<file path="src/rtl/sync_fifo_pkg.sv">
// Shared types and helpers for the sync_fifo_flags FIFO.
// Pointer wrap is explicit, so any depth >= 2 works.
package sync_fifo_pkg;

    typedef struct packed {
        logic full;
        logic empty;
        logic almost_full;
        logic almost_empty;
    } fifo_status_t;

    function automatic int ptr_w(input int depth);
        return (depth > 1) ? $clog2(depth) : 1;
    endfunction

    function automatic int cnt_w(input int depth);
        return $clog2(depth + 1);
    endfunction

    function automatic int ptr_next(input int ptr, input int depth);
        return (ptr == depth - 1) ? 0 : ptr + 1;
    endfunction

endpackage

</file>
<file path="src/rtl/sync_fifo_ram.sv">
// 1W1R storage array with a registered read port.
// Only the read register is reset; the array itself is never cleared.
module sync_fifo_ram
    import sync_fifo_pkg::*;
#(
    parameter int DEPTH      = 8,
    parameter int DATA_WIDTH = 8,
    parameter int ADDR_W     = ptr_w(DEPTH)
) (
    input  logic                  clk,
    input  logic                  rst,
    input  logic                  wr_en,
    input  logic [ADDR_W-1:0]     wr_addr,
    input  logic [DATA_WIDTH-1:0] wr_data,
    input  logic                  rd_en,
    input  logic [ADDR_W-1:0]     rd_addr,
    output logic [DATA_WIDTH-1:0] rd_data
);

    logic [DATA_WIDTH-1:0] mem [DEPTH];
    logic [DATA_WIDTH-1:0] rd_data_q;
    logic [DATA_WIDTH-1:0] rd_data_d;

    always_ff @(posedge clk) begin
        if (wr_en) begin
            mem[wr_addr] <= wr_data;
        end
    end

    // Read samples the pre-write word, so a same-edge write to rd_addr returns old data.
    always_comb begin
        rd_data_d = rd_data_q;
        if (rd_en) begin
            rd_data_d = mem[rd_addr];
        end
    end

    always_ff @(posedge clk or posedge rst) begin
        if (rst) begin
            rd_data_q <= '0;
        end else begin
            rd_data_q <= rd_data_d;
        end
    end

    assign rd_data = rd_data_q;

endmodule

</file>
<file path="src/rtl/sync_fifo_flags.sv">
// Single-clock FIFO with occupancy count and almost-full/empty flags.
// Define SYNC_FIFO_ERR_EN to enable sticky overflow/underflow flags.
module sync_fifo_flags
    import sync_fifo_pkg::*;
#(
    parameter int FIFO_DEPTH = 8,
    parameter int DATA_WIDTH = 8,
    parameter int AF_LEVEL   = 6,
    parameter int AE_LEVEL   = 2
) (
    input  logic                              clk,
    input  logic                              rst,
    input  logic                              wr_en,
    input  logic [DATA_WIDTH-1:0]             wr_data,
    input  logic                              rd_en,
    output logic [DATA_WIDTH-1:0]             rd_data,
    output logic                              rd_valid,
    output logic                              full,
    output logic                              empty,
    output logic                              almost_full,
    output logic                              almost_empty,
    output logic [$clog2(FIFO_DEPTH+1)-1:0]   count,
    output logic                              overflow,
    output logic                              underflow
);

    localparam int PTR_W = ptr_w(FIFO_DEPTH);
    localparam int CNT_W = cnt_w(FIFO_DEPTH);

    logic [PTR_W-1:0] wr_ptr_q, wr_ptr_d;
    logic [PTR_W-1:0] rd_ptr_q, rd_ptr_d;
    logic [CNT_W-1:0] count_q, count_d;
    logic             rd_valid_q, rd_valid_d;
    logic             push, pop;
    fifo_status_t     status;

    always_comb begin
        status.full         = (count_q == CNT_W'(FIFO_DEPTH));
        status.empty        = (count_q == '0);
        status.almost_full  = (count_q >= CNT_W'(AF_LEVEL));
        status.almost_empty = (count_q <= CNT_W'(AE_LEVEL));
    end

    // A pop frees a slot in the same edge, so a full FIFO still takes a push.
    assign push = wr_en & (~status.full | rd_en);
    assign pop  = rd_en & ~status.empty;

    always_comb begin
        wr_ptr_d   = wr_ptr_q;
        rd_ptr_d   = rd_ptr_q;
        count_d    = count_q;
        rd_valid_d = pop;
        if (push) begin
            wr_ptr_d = PTR_W'(ptr_next(int'(wr_ptr_q), FIFO_DEPTH));
        end
        if (pop) begin
            rd_ptr_d = PTR_W'(ptr_next(int'(rd_ptr_q), FIFO_DEPTH));
        end
        case ({push, pop})
            2'b10:   count_d = count_q + CNT_W'(1);
            2'b01:   count_d = count_q - CNT_W'(1);
            default: count_d = count_q;
        endcase
    end

    always_ff @(posedge clk or posedge rst) begin
        if (rst) begin
            wr_ptr_q   <= '0;
            rd_ptr_q   <= '0;
            count_q    <= '0;
            rd_valid_q <= 1'b0;
        end else begin
            wr_ptr_q   <= wr_ptr_d;
            rd_ptr_q   <= rd_ptr_d;
            count_q    <= count_d;
            rd_valid_q <= rd_valid_d;
        end
    end

    sync_fifo_ram #(
        .DEPTH      (FIFO_DEPTH),
        .DATA_WIDTH (DATA_WIDTH),
        .ADDR_W     (PTR_W)
    ) u_ram (
        .clk     (clk),
        .rst     (rst),
        .wr_en   (push),
        .wr_addr (wr_ptr_q),
        .wr_data (wr_data),
        .rd_en   (pop),
        .rd_addr (rd_ptr_q),
        .rd_data (rd_data)
    );

`ifdef SYNC_FIFO_ERR_EN
    logic overflow_q, overflow_d;
    logic underflow_q, underflow_d;

    always_comb begin
        overflow_d  = overflow_q | (wr_en & status.full & ~rd_en);
        underflow_d = underflow_q | (rd_en & status.empty);
    end

    always_ff @(posedge clk or posedge rst) begin
        if (rst) begin
            overflow_q  <= 1'b0;
            underflow_q <= 1'b0;
        end else begin
            overflow_q  <= overflow_d;
            underflow_q <= underflow_d;
        end
    end

    assign overflow  = overflow_q;
    assign underflow = underflow_q;
`else
    assign overflow  = 1'b0;
    assign underflow = 1'b0;
`endif

    assign rd_valid     = rd_valid_q;
    assign full         = status.full;
    assign empty        = status.empty;
    assign almost_full  = status.almost_full;
    assign almost_empty = status.almost_empty;
    assign count        = count_q;

endmodule

</file>
<file path="config.mk">
export PLATFORM = sky130hd
export DESIGN_NAME = sync_fifo_flags
export DESIGN_NICKNAME = d
export VERILOG_FILES = /design/src/rtl/sync_fifo_pkg.sv /design/src/rtl/sync_fifo_ram.sv /design/src/rtl/sync_fifo_flags.sv
export SDC_FILE = /design/constraint.sdc
export NUM_CORES = 1
export LEC_CHECK = 0
export ABC_CLOCK_PERIOD_IN_PS = 5400
export CAP_MARGIN = 20
export CORE_ASPECT_RATIO = 0.5
export CORE_MARGIN = 4
export CORE_UTILIZATION = 53
export DETAILED_ROUTE_END_ITERATION = 12
export HOLD_SLACK_MARGIN = 0.03
export PLACE_DENSITY = 0.75
export SLEW_MARGIN = 20
export SYNTH_ARGS = -nofsm -noshare
export SYNTH_HDL_FRONTEND = slang
export SYNTH_SLANG_ARGS = --single-unit
</file>
<file path="constraint.sdc">
create_clock -name clk -period 5.4 [get_ports clk]
set_clock_uncertainty 0.2 [all_clocks]
set_input_delay 1.62 -clock clk [delete_from_list [all_inputs] [get_ports clk]]
set_output_delay 1.62 -clock clk [all_outputs]
set_load 0.02 [all_outputs]
</file>
; Word level (Yosys, flattened, before mapping)
; Memory sizes are Yosys's and may differ from the RTL's. A register that Yosys moved wholly into a read port is not among the register bits.
; Index checks and enable logic that the tools add are counted.
[classes]
add_sub_neg = 4
muxes = 5
magnitude_cmp = 2
n_eq_ne = 5
bitwise_logic = 5
n_reduce_logical = 2
[ops]
columns = operator, n
row1 = one-hot mux 4 bit (2 select lines), 1
row2 = adder 3 x 1 -> 3 bit (second input constant), 2
row3 = equality test 3 x 1 -> 1 bit (second input constant), 2
row4 = 2-to-1 mux 3 bit, 2
row5 = adder 4 x 1 -> 4 bit (second input constant), 1
row6 = equality test 4 bit (second input constant), 1
row7 = >= comparator 4 x 3 -> 1 bit (second input constant), 1
row8 = <= comparator 4 x 2 -> 1 bit (second input constant), 1
row9 = logical NOT 4 bit, 1
row10 = subtractor 4 x 1 -> 4 bit (second input constant), 1
row11 = bitwise AND 1 bit, 2
row12 = equality test 2 x 1 -> 1 bit (second input constant), 1
row13 = equality test 2 bit (second input constant), 1
row14 = 2-to-1 mux 1 bit, 2
row15 = inverter 1 bit, 2
row16 = nonzero test 2 bit, 1
row17 = bitwise OR 1 bit, 1
[totals]
reg_bits = 11
in_bits = 12
mem_count = 1
mem_bits_rw = 64
output_inout_bits = 19
[mem_list]
columns = name, depth, width, read_ports, rd_ports_with_merged_regs, wr, line
row1 = u_ram.mem, 8, 8, 1, 1, 1, sync_fifo_ram.sv:20  ; logic [DATA_WIDTH-1:0] mem [DEPTH];

; Logic depth before layout (Yosys ltp)
; Gate-level depths: netlist of run 1.
[logic_depth]
depth_word = 6
mapped_depth = 10

; By module
; A second synthesis of run 1 with hierarchy kept.
[unflattened]
cells_unflattened = 234
hier_area_um2 = 3612.2
[by_module_without_submodules]
columns = module, n_inst, cells_each, area_per_inst_um2
row1 = sync_fifo_ram, 1, 170, 2865.2
row2 = sync_fifo_flags, 1, 64, 747.0

; Least setup slack after synthesis of run 1
; OpenSTA, ideal clock, no wires.
[synth_path]
path_kind = input -> register
start = input port rd_en
end = register count_q[3], in the netlist count[3]
setup_slack_ns = 1.928
path_stages = 9
arrival_ns = 3.146
setup_time_ns = 0.126
cell_sequence = nand2b_1 buf_4 inv_2 ha_1 ha_1 a21o_1 a2111oi_0 nand4b_1 nand3_1
[synth_lines]
columns = element, line
row1 = "start, declared", sync_fifo_flags.sv:15  ; input logic rd_en,
row2 = bitwise AND 1 bit (*), sync_fifo_flags.sv:46  ; assign pop = rd_en & ~status.empty;
row3 = named net pop, sync_fifo_flags.sv:34  ; logic push, pop;
row4 = equality test 2 x 1 -> 1 bit / equality test 2 bit (equally long branches), sync_fifo_flags.sv:59  ; case ({push, pop})
row5 = one-hot mux 4 bit (2 select lines) / nonzero test 2 bit (equally long branches), --
row6 = "end signal, assigned", sync_fifo_flags.sv:75  ; count_q <= count_d;
row7 = "end, declared", sync_fifo_flags.sv:32  ; logic [CNT_W-1:0] count_q, count_d;
; Mark *: on every way through the listed nets, which the timed path passes. The rest lies on a longest branch.
; A chain may end at the register's enable or synchronous reset.

; Final worst setup path of run 1
; Same ends and word-level chain as after synthesis.

==> results.yml, run 1 <==
final_layout:
  fillCellCount: 424
  final_cell_mix: "edfxtp_1, clkdlybuf4s50_1, dfrtp_1"
  regArea_um2: 2400
  multi_input_area_um2: 972
  final_cell_area_um2: 4120
  n_antenna_cell: 0
  nets: 275
  area_growth_pct: 17.9
  layout_commonest_cell: "edfxtp_1"
  drive_above_1_share_pct: 11.9
place:
  portBuffers: 28
  place_congestion: 0.692
  dp_hpwl_mm: 4.23
  place_area_um2: 3830
sta:
  fmax_mhz: 232
  tns_ps: 0
  rsz0062_at_grt: "false"
  worstMarginPinSlew_ps: 983
  final_hold_viol_count: 0
  maxSlewViolCount: 0
  min_period_ps: 4300
  finalCritPeriodShare_pct: 79.7
  relSlewSlack_pct: 34.2
  setup_viol: 0
critical_path:
  crit_path_start_kind: "input pin"
  required_ps: 5410
  crit_slowest_cell: "nand2b_1"
  cp_top_family: "simple AND/OR/NAND/NOR gates"
  critPathCaptureType: "flop"
  slowest_delay_ps: 620
  crit_fanout: 21
  critical_path_buf_inv_count: 2
  cpMostUsedCell: "ha_1"
  crit_chain: "clkdlybuf4s50_1 -> nand2b_1 -> inv_2 -> ha_1 -> ha_1 -> a21o_1 -> a2111oi_0 -> nand4b_1 -> nand3_1"
  crit_arrival_ps: 4320
  critical_path_class: "input pin to flop"
yosys:
  synth_seq_cells: 83
  seq_area_frac_synth_pct: 68.6
  synthFlopType: "edfxtp_1"
  yosys.area.top_type: "edfxtp_1"
  synth_top_cell_area_share_pct: 55.0
  synthCells: 220
  ys_warn_count: 0
  synth_edf_count: 64
  syn_area_um2: 3500
  ys_top_cells_by_area: "edfxtp_1, dfrtp_1, mux2i_1"
  synth-async-reset-ratio_pct: 22.9
  syn_avg_cell_area_um2: 15.9
  ys_types: 38
drt:
  wl_mm: 6.51
  antenna_left: 0
  vias: 1933
  drt_iter0_markers: 164
  firstDrtPassIters: 4
  drt-vias-per-instance: 5.55
  drc: 0
  wire_per_inst_um: 18.7
grt:
  antenna_found_initial: 0
  grt_pass1_wl_mm: 10.5
  overflow: 0
  grt_pass1_vias: 2036
  grt_max_degree: 25
  grt_util_all_layers_pct: 18.2
floorplan:
  io_pins: 31
  initial_core_util_pct: 56.1
  row_count: 20
  dieHeight_um: 65.4
  die_width_um: 123
  core-area_um2: 6230
  design.die.area_um2: 8040
cts:
  htreeDepth: 3
  post-cts-setup-buffers: 0
  clk_latency_ps: 330
  clock-root-buffer: "clkbuf_16"
  cts_buffer_depth: 2
  cts_buffers: 9
  cts_tree: "built"
  cts.sinks: 83
  path_clk_slew_ps: 60
  cts_hold_buf: 0
  cts_resized: 0
pwr:
  power_density_nw_per_um2: 567
  ir_drop_v: 0.000306
  leakagePower_nw: 1.52
run:
  maxCapViolations: 0
outcome:
  status: "completed"
worst_hold_path:
  worst_hold_path_type: "flop to flop"
==> area by class of cell <==
class,count,share of cell area (%)
Clock inverter,7,1.67
Timing Repair Buffer,34,7.89
Tap cell,88,2.67
Multi-Input combinational cell,121,23.6
Clock buffer,9,5.46
Inverter,6,0.546
Sequential cell,83,58.2
==> cells in the mapped netlist, types with 2 or more instances <==
| library cell | n |
|---|---|
| edfxtp_1 | 64 |
| dfrtp_1 | 19 |
| mux2i_1 | 17 |
| mux2_1 | 15 |
| nand2_1 | 14 |
| a221o_1 | 8 |
| o22ai_1 | 8 |
| ha_1 | 7 |
| nor3_1 | 7 |
| o21ai_1 | 7 |
| mux2_2 | 6 |
| nor2_1 | 6 |
| inv_1 | 5 |
| nand2b_1 | 4 |
| a21o_1 | 3 |
| buf_4 | 3 |
| buf_6 | 3 |
| buf_12 | 2 |
| clkbuf_1 | 2 |
| nand3_1 | 2 |
==> logic make-up after synthesis <==
group,synth area share (%)
AOI/OAI and AO/OA,7.05
muxes,11.6
adders and majority gates,3.08
buffers and inverters,3.72
xor gates and xnor gates,0.501
and+or+nand+nor,5.33
other,0.107
DFF,68.6
==> flip-flops by register name (all words and copies together), names as in the netlist <==
register / count
u_ram.mem: 64
rd_ptr_q: 3
wr_ptr_q: 3
count: 4
u_ram.rd_data: 8
rd_valid: 1
==> per-layer routing <==
| metal | global-route usage, % | wire length, um | vias to the layer above |
|---|---|---|---|
| met5 | 0 | 0 | - |
| met1 | 22.7 | 2960 | 956 |
| met2 | 29.9 | 3110 | 54 |
| met4 | 5.02 | 71 | 0 |
| met3 | 6.96 | 367 | 9 |
| li1 | - | - | 914 |
==> worst min-delay path, delay by kind of cell, from the launching register on <==
kind            cells  cell delay (ps)
flops               1              340
compound gates      1               70
simple gates        1               50
==> through the flow <==
stage / total power, W / hold slack [ps] / setup WS, ps / instances / util [%]
after global placement: 0.00173 / 273 / 1030 / 332 / 61.4
after CTS: 0.00236 / 290 / 1070 / 348 / 66.1
final: 0.00234 / 289 / 1100 / 348 / 66.1
after floorplan: 0.00151 / 340 / 1930 / 221 / -
after detailed placement: 0.00177 / 277 / 874 / 332 / 61.4
after global routing: 0.00247 / 302 / 824 / 348 / 66.1
==> power breakdown <==
group | switching [W] | internal, W
clock network | 0.000231 | 0.000356
registers | 0.000115 | 0.000838
logic | 0.000433 | 0.000367
==> path summary, 6_finish.rpt <==
path	start	to	slack (ps)	cells after the start
min in group asynchronous	rst	rd_valid	1530	2
min reg2reg	u_ram.rd_data[2]	u_ram.rd_data[2]	290	2
max in group asynchronous	rst	rd_ptr_q[1]	2990	2
max	rd_en	count[3]	1100	9
max reg2reg	count[0]	count[3]	2010	9
min	u_ram.rd_data[2]	u_ram.rd_data[2]	290	2
(Power assumes the default switching activity.)
==> run 2: changes to the inputs <==
--- a/config.mk
+++ b/config.mk
@@ -5,7 +5,7 @@
 export SDC_FILE = /design/constraint.sdc
 export NUM_CORES = 1
 export LEC_CHECK = 0
-export ABC_CLOCK_PERIOD_IN_PS = 5400
+export ABC_CLOCK_PERIOD_IN_PS = 4000
 export CAP_MARGIN = 20
 export CORE_ASPECT_RATIO = 0.5
 export CORE_MARGIN = 4
==> constraint.sdc (replaced) <==
create_clock -name clk -period 4 [get_ports clk]
set_clock_uncertainty 0.2 [all_clocks]
set_input_delay 1.2 -clock clk [delete_from_list [all_inputs] [get_ports clk]]
set_output_delay 1.2 -clock clk [all_outputs]
set_load 0.02 [all_outputs]
==> results.yml, run 2 (synthesis results as in run 1) <==
cts:
  post-cts-setup-buffers: 0
  clk_latency_ps: 330
  cts_buffers: 9
  cts.sinks: 83
  cts_tree: "built"
  cts_hold_buf: 0
  cts_resized: 0
  clock-root-buffer: "clkbuf_16"
  cts_buffer_depth: 2
  htreeDepth: 3
  path_clk_slew_ps: 60
sta:
  min_period_ps: 3330
  tns_ps: 0
  final_hold_viol_count: 0
  fmax_mhz: 300
  rsz0062_at_grt: "false"
  relSlewSlack_pct: 46.3
  setup_viol: 0
  fin_ws_ps: 672
  worstMarginPinSlew_ps: 804
  finalCritPeriodShare_pct: 83.2
  maxSlewViolCount: 0
pwr:
  power_density_nw_per_um2: 783
  leakagePower_nw: 1.56
  ir_drop_v: 0.000428
critical_path:
  critical_path_class: "input pin to flop"
  required_ps: 4010
  critPathCaptureType: "flop"
  crit_chain: "clkdlybuf4s50_1 -> o21ai_4 -> ha_1 -> ha_1 -> a21o_1 -> a2111oi_0 -> nand4b_1 -> nand3_1"
  crit_arrival_ps: 3340
  cpMostUsedCell: "ha_1"
  slowest_delay_ps: 480
  crit_slowest_cell: "clkdlybuf4s50_1"
  crit_fanout: 8
  crit_path_start_kind: "input pin"
run:
  maxCapViolations: 0
floorplan:
  design.die.area_um2: 8040
  io_pins: 31
  row_count: 20
  dieHeight_um: 65.4
  die_width_um: 123
  initial_core_util_pct: 56.1
  core-area_um2: 6230
final_layout:
  n_antenna_cell: 0
  area_growth_pct: 19.9
  layout_commonest_cell: "edfxtp_1"
  nets: 279
  drive_above_1_share_pct: 12.9
  final_cell_mix: "edfxtp_1, clkdlybuf4s50_1, dfrtp_1"
  top_register: "u_ram.mem"
  stdcell_count: 352
  largest_register_ffs: 64
drt:
  wl_mm: 6.67
  firstDrtPassIters: 4
  drt_iter0_markers: 146
  drt-vias-per-instance: 5.55
  drc: 0
  antenna_left: 0
  vias: 1952
  wire_per_inst_um: 19.0
grt:
  grt_max_degree: 22
  grt_pass1_wl_mm: 10.4
  overflow: 0
  antenna_found_initial: 0
  grt_util_all_layers_pct: 18.4
  grt_pass1_vias: 2013
worst_hold_path:
  worst_hold_path_type: "flop to flop"
place:
  pre_cts_ws_ps: 332
  post-place-cells: 336
  portBuffers: 28
  place_congestion: 0.751
  dp_hpwl_mm: 4.26
outcome:
  status: "completed"
## run 2: cell types whose count changed in the layout (fill, tap and decap cells not counted)
cell / change
buf_4: +4
bufinv_16: +2
clkbuf_1: +1
clkinv_4: -2
clkinvlp_4: -1
## run 2: path summary, 6_finish.rpt
check                                  from               end  slack, ps  cells after the start
setup / recovery                      rd_en          count[3]        670                      8
hold / removal             u_ram.rd_data[5]  u_ram.rd_data[5]        280                      2
setup reg to reg                   count[0]          count[3]       1240                      9
hold reg to reg            u_ram.rd_data[5]  u_ram.rd_data[5]        280                      2
max in group asynchronous               rst       rd_ptr_q[0]       1970                      2
min in group asynchronous               rst          count[0]       1130                      2
## run 2: routing by layer
| layer | routed length [um] | vias up | GRT usage, % |
|---|---|---|---|
| li1 | - | 913 | - |
| met1 | 2980 | 974 | 23.1 |
| met2 | 3250 | 56 | 30.2 |
| met3 | 331 | 9 | 4.99 |
| met4 | 112 | 0 | 8.51 |
| met5 | 0 | - | 0 |
## run 2: final cells by class
cell class,count,area (um^2)
clock inverters,6,104
clock buffers,10,229
repair buffers,38,355
inverters,6,22.5
fillers,447,2040
well taps,88,110
multi-input cells,121,972
flip-flops and latches,83,2400
## run 2: worst max-delay path, delay by kind of cell
family | cells | cell delay (ps)
buf+inv | 1 | 480
fa+ha+maj | 2 | 550
simple gates | 2 | 230
compound gates | 3 | 880
## run 2: power breakdown
part / internal [W] / leakage [nW] / switching, W
sequential: 0.00113 / 0.807 / 0.000168
combinational: 0.000504 / 0.588 / 0.000572
clock: 0.000605 / 0.164 / 0.000303
total: 0.00224 / 1.56 / 0.00104
## run 2: per-stage QoR
step	instance area (um^2)	hold WS, ps	power [W]	util, %
2_1_floorplan	3500	340	0.00204	-
3_3_place_gp	3860	268	0.00234	61.9
3_5_place_dp	3860	275	0.00239	61.9
4_1_cts	4190	288	0.00331	67.2
5_1_grt	4190	314	0.00347	67.2
6_report	4190	283	0.00328	67.2
==> run 3: changes to the inputs <==
--- a/config.mk
+++ b/config.mk
@@ -5,7 +5,7 @@
 export SDC_FILE = /design/constraint.sdc
 export NUM_CORES = 1
 export LEC_CHECK = 0
-export ABC_CLOCK_PERIOD_IN_PS = 4000
+export ABC_CLOCK_PERIOD_IN_PS = 3500
 export CAP_MARGIN = 20
 export CORE_ASPECT_RATIO = 0.5
 export CORE_MARGIN = 4
==> constraint.sdc (replaced) <==
create_clock -name clk -period 3.5 [get_ports clk]
set_clock_uncertainty 0.2 [all_clocks]
set_input_delay 1.05 -clock clk [delete_from_list [all_inputs] [get_ports clk]]
set_output_delay 1.05 -clock clk [all_outputs]
set_load 0.02 [all_outputs]
==> results.yml, run 3 (synthesis results as in run 1) <==
outcome:
  status: "completed"
drt:
  drt_iter0_markers: 122
  drt-vias-per-instance: 5.47
  vias: 1930
  wl_mm: 6.29
  firstDrtPassIters: 4
  antenna_left: 0
  wire_per_inst_um: 17.8
  drc: 0
place:
  place_congestion: 0.740
  portBuffers: 28
  dp_hpwl_mm: 4.12
worst_hold_path:
  min_from: "u_ram.rd_data[5]"
  min_path_cells: 2
  worst_hold_path_type: "flop to flop"
  hold_end: "u_ram.rd_data[5]"
sta:
  tns_ps: 0
  rsz0062_at_grt: "false"
  maxSlewViolCount: 0
  final_hold_viol_count: 0
  min_period_ps: 3110
  finalCritPeriodShare_pct: 88.7
  worstMarginPinSlew_ps: 816
  fmax_mhz: 322
  relSlewSlack_pct: 45.5
  setup_viol: 0
floorplan:
  dieHeight_um: 65.4
  design.die.area_um2: 8040
  die_width_um: 123
  initial_core_util_pct: 56.1
  io_pins: 31
  core-area_um2: 6230
  row_count: 20
pwr:
  p_clk_share_pct: 25.0
  power_density_nw_per_um2: 867
  leakagePower_nw: 1.55
  switching_share_pct: 32.8
  combPwrFrac_pct: 34.5
  p_sw_w: 0.00119
  seqPwrFrac_pct: 40.5
  ir_drop_v: 0.000428
  p_int_w: 0.00243
final_layout:
  fillCellCount: 417
  drive_above_1_share_pct: 14.0
  layout_commonest_cell: "edfxtp_1"
  final_cell_mix: "edfxtp_1, clkdlybuf4s50_1, dfrtp_1"
  multi_input_area_um2: 972
  nets: 280
  largest_register_ffs: 64
  top_register: "u_ram.mem"
  regArea_um2: 2400
  n_antenna_cell: 0
  area_growth_pct: 19.3
  fin_util_pct: 66.9
run:
  maxCapViolations: 0
critical_path:
  critical_path_buf_inv_count: 1
  r2r_start: "count[0]"
  cp_top_family: "compound AO/OA/AOI/OAI gates"
  crit_arrival_ps: 3110
  critical_path_class: "input pin to flop"
  crit_slowest_cell: "clkdlybuf4s50_1"
  required_ps: 3510
  worstReg2RegEnd: "count[3]"
  crit_fanout: 8
  slowest_delay_ps: 470
  cpMostUsedCell: "ha_1"
  crit_chain: "clkdlybuf4s50_1 -> o21ai_4 -> ha_1 -> ha_1 -> a21o_1 -> a2111oi_0 -> nand4b_1 -> nand3_1"
  critPathCaptureType: "flop"
  reg2reg_slack_ps: 780
  worstRegToRegCells: 9
  crit_path_start_kind: "input pin"
cts:
  cts.sinks: 83
  cts_buffers: 9
  htreeDepth: 3
  post-cts-setup-buffers: 0
  clk_latency_ps: 330
  cts_hold_buf: 0
  cts_tree: "built"
  cts_resized: 0
  path_clk_slew_ps: 60
  cts_buffer_depth: 2
  clock-root-buffer: "clkbuf_16"
grt:
  grt_pass1_wl_mm: 10.2
  overflow: 0
  grt_max_degree: 29
  grt_pass1_vias: 2002
  grt_util_all_layers_pct: 17.7
  antenna_found_initial: 0
==> run 3: changes by cell type in the layout (fill, tap and decap cells not counted), sizes merged <==
cell	change
clkinv	+1
buf	+1
bufinv	-2
clkbuf	-1
clkinvlp	+2
==> run 3: stage by stage <==
stage,power (W),cell area (um^2),std cells,hold slack [ps],setup slack (ps)
2_1_floorplan,0.00233,3500,221,340,437
3_3_place_gp,0.00269,3880,337,263,184
3_5_place_dp,0.00275,3880,337,274,62.0
4_1_cts,0.00366,4170,353,287,374
5_1_grt,0.00383,4170,353,318,287
6_report,0.00362,4170,353,283,394
==> run 3: how the worst max path moves through the flow <==
| stage | cells after the start | slack, ps | start | to |
|---|---|---|---|---|
| after floorplan | 10 | 440 | count[0] | count[3] |
| after global placement | 8 | 180 | rd_en | count[3] |
| after detailed placement | 8 | 60 | rd_en | count[3] |
| after CTS | 4 | 370 | count[0] | full |
| after global routing | 4 | 290 | count[0] | full |
| final | 8 | 390 | rd_en | count[3] |
==> run 3: power groups by stage <==
| stage | sequential [W] | combinational, W | clock (W) |
|---|---|---|---|
| global placement | 0.00147 | 0.00122 | 0 |
| CTS | 0.00147 | 0.00127 | 0.000923 |
| floorplan | 0.00152 | 0.000808 | 0 |
| finish | 0.00146 | 0.00125 | 0.000905 |
| detailed placement | 0.00148 | 0.00127 | 0 |
| global route | 0.00149 | 0.00136 | 0.000975 |
==> run 3: routing by layer <==
metal	vias up	global-route usage, %	part of all wire, %	routed length [um]
met4	0	6.42	1.6	101
met2	62	29.1	50	3150
met1	940	22.2	42	2630
met5	-	0	0	0
li1	920	-	-	-
met3	8	5.50	6.3	398
==> run 3: worst min-delay path, cell delays in order (launching register included) <==
cell	delay, ps
dfrtp_1	340
nand2_1	50
o21ai_1	60
==> run 3: layout make-up <==
class	count	area share, %
sequential	83	57.5
multi-input combinational	121	23.3
timing repair buffer	39	9.00
clock buffer	9	5.40
tap	88	2.64
clock inverter	7	1.65
inverter	6	0.540
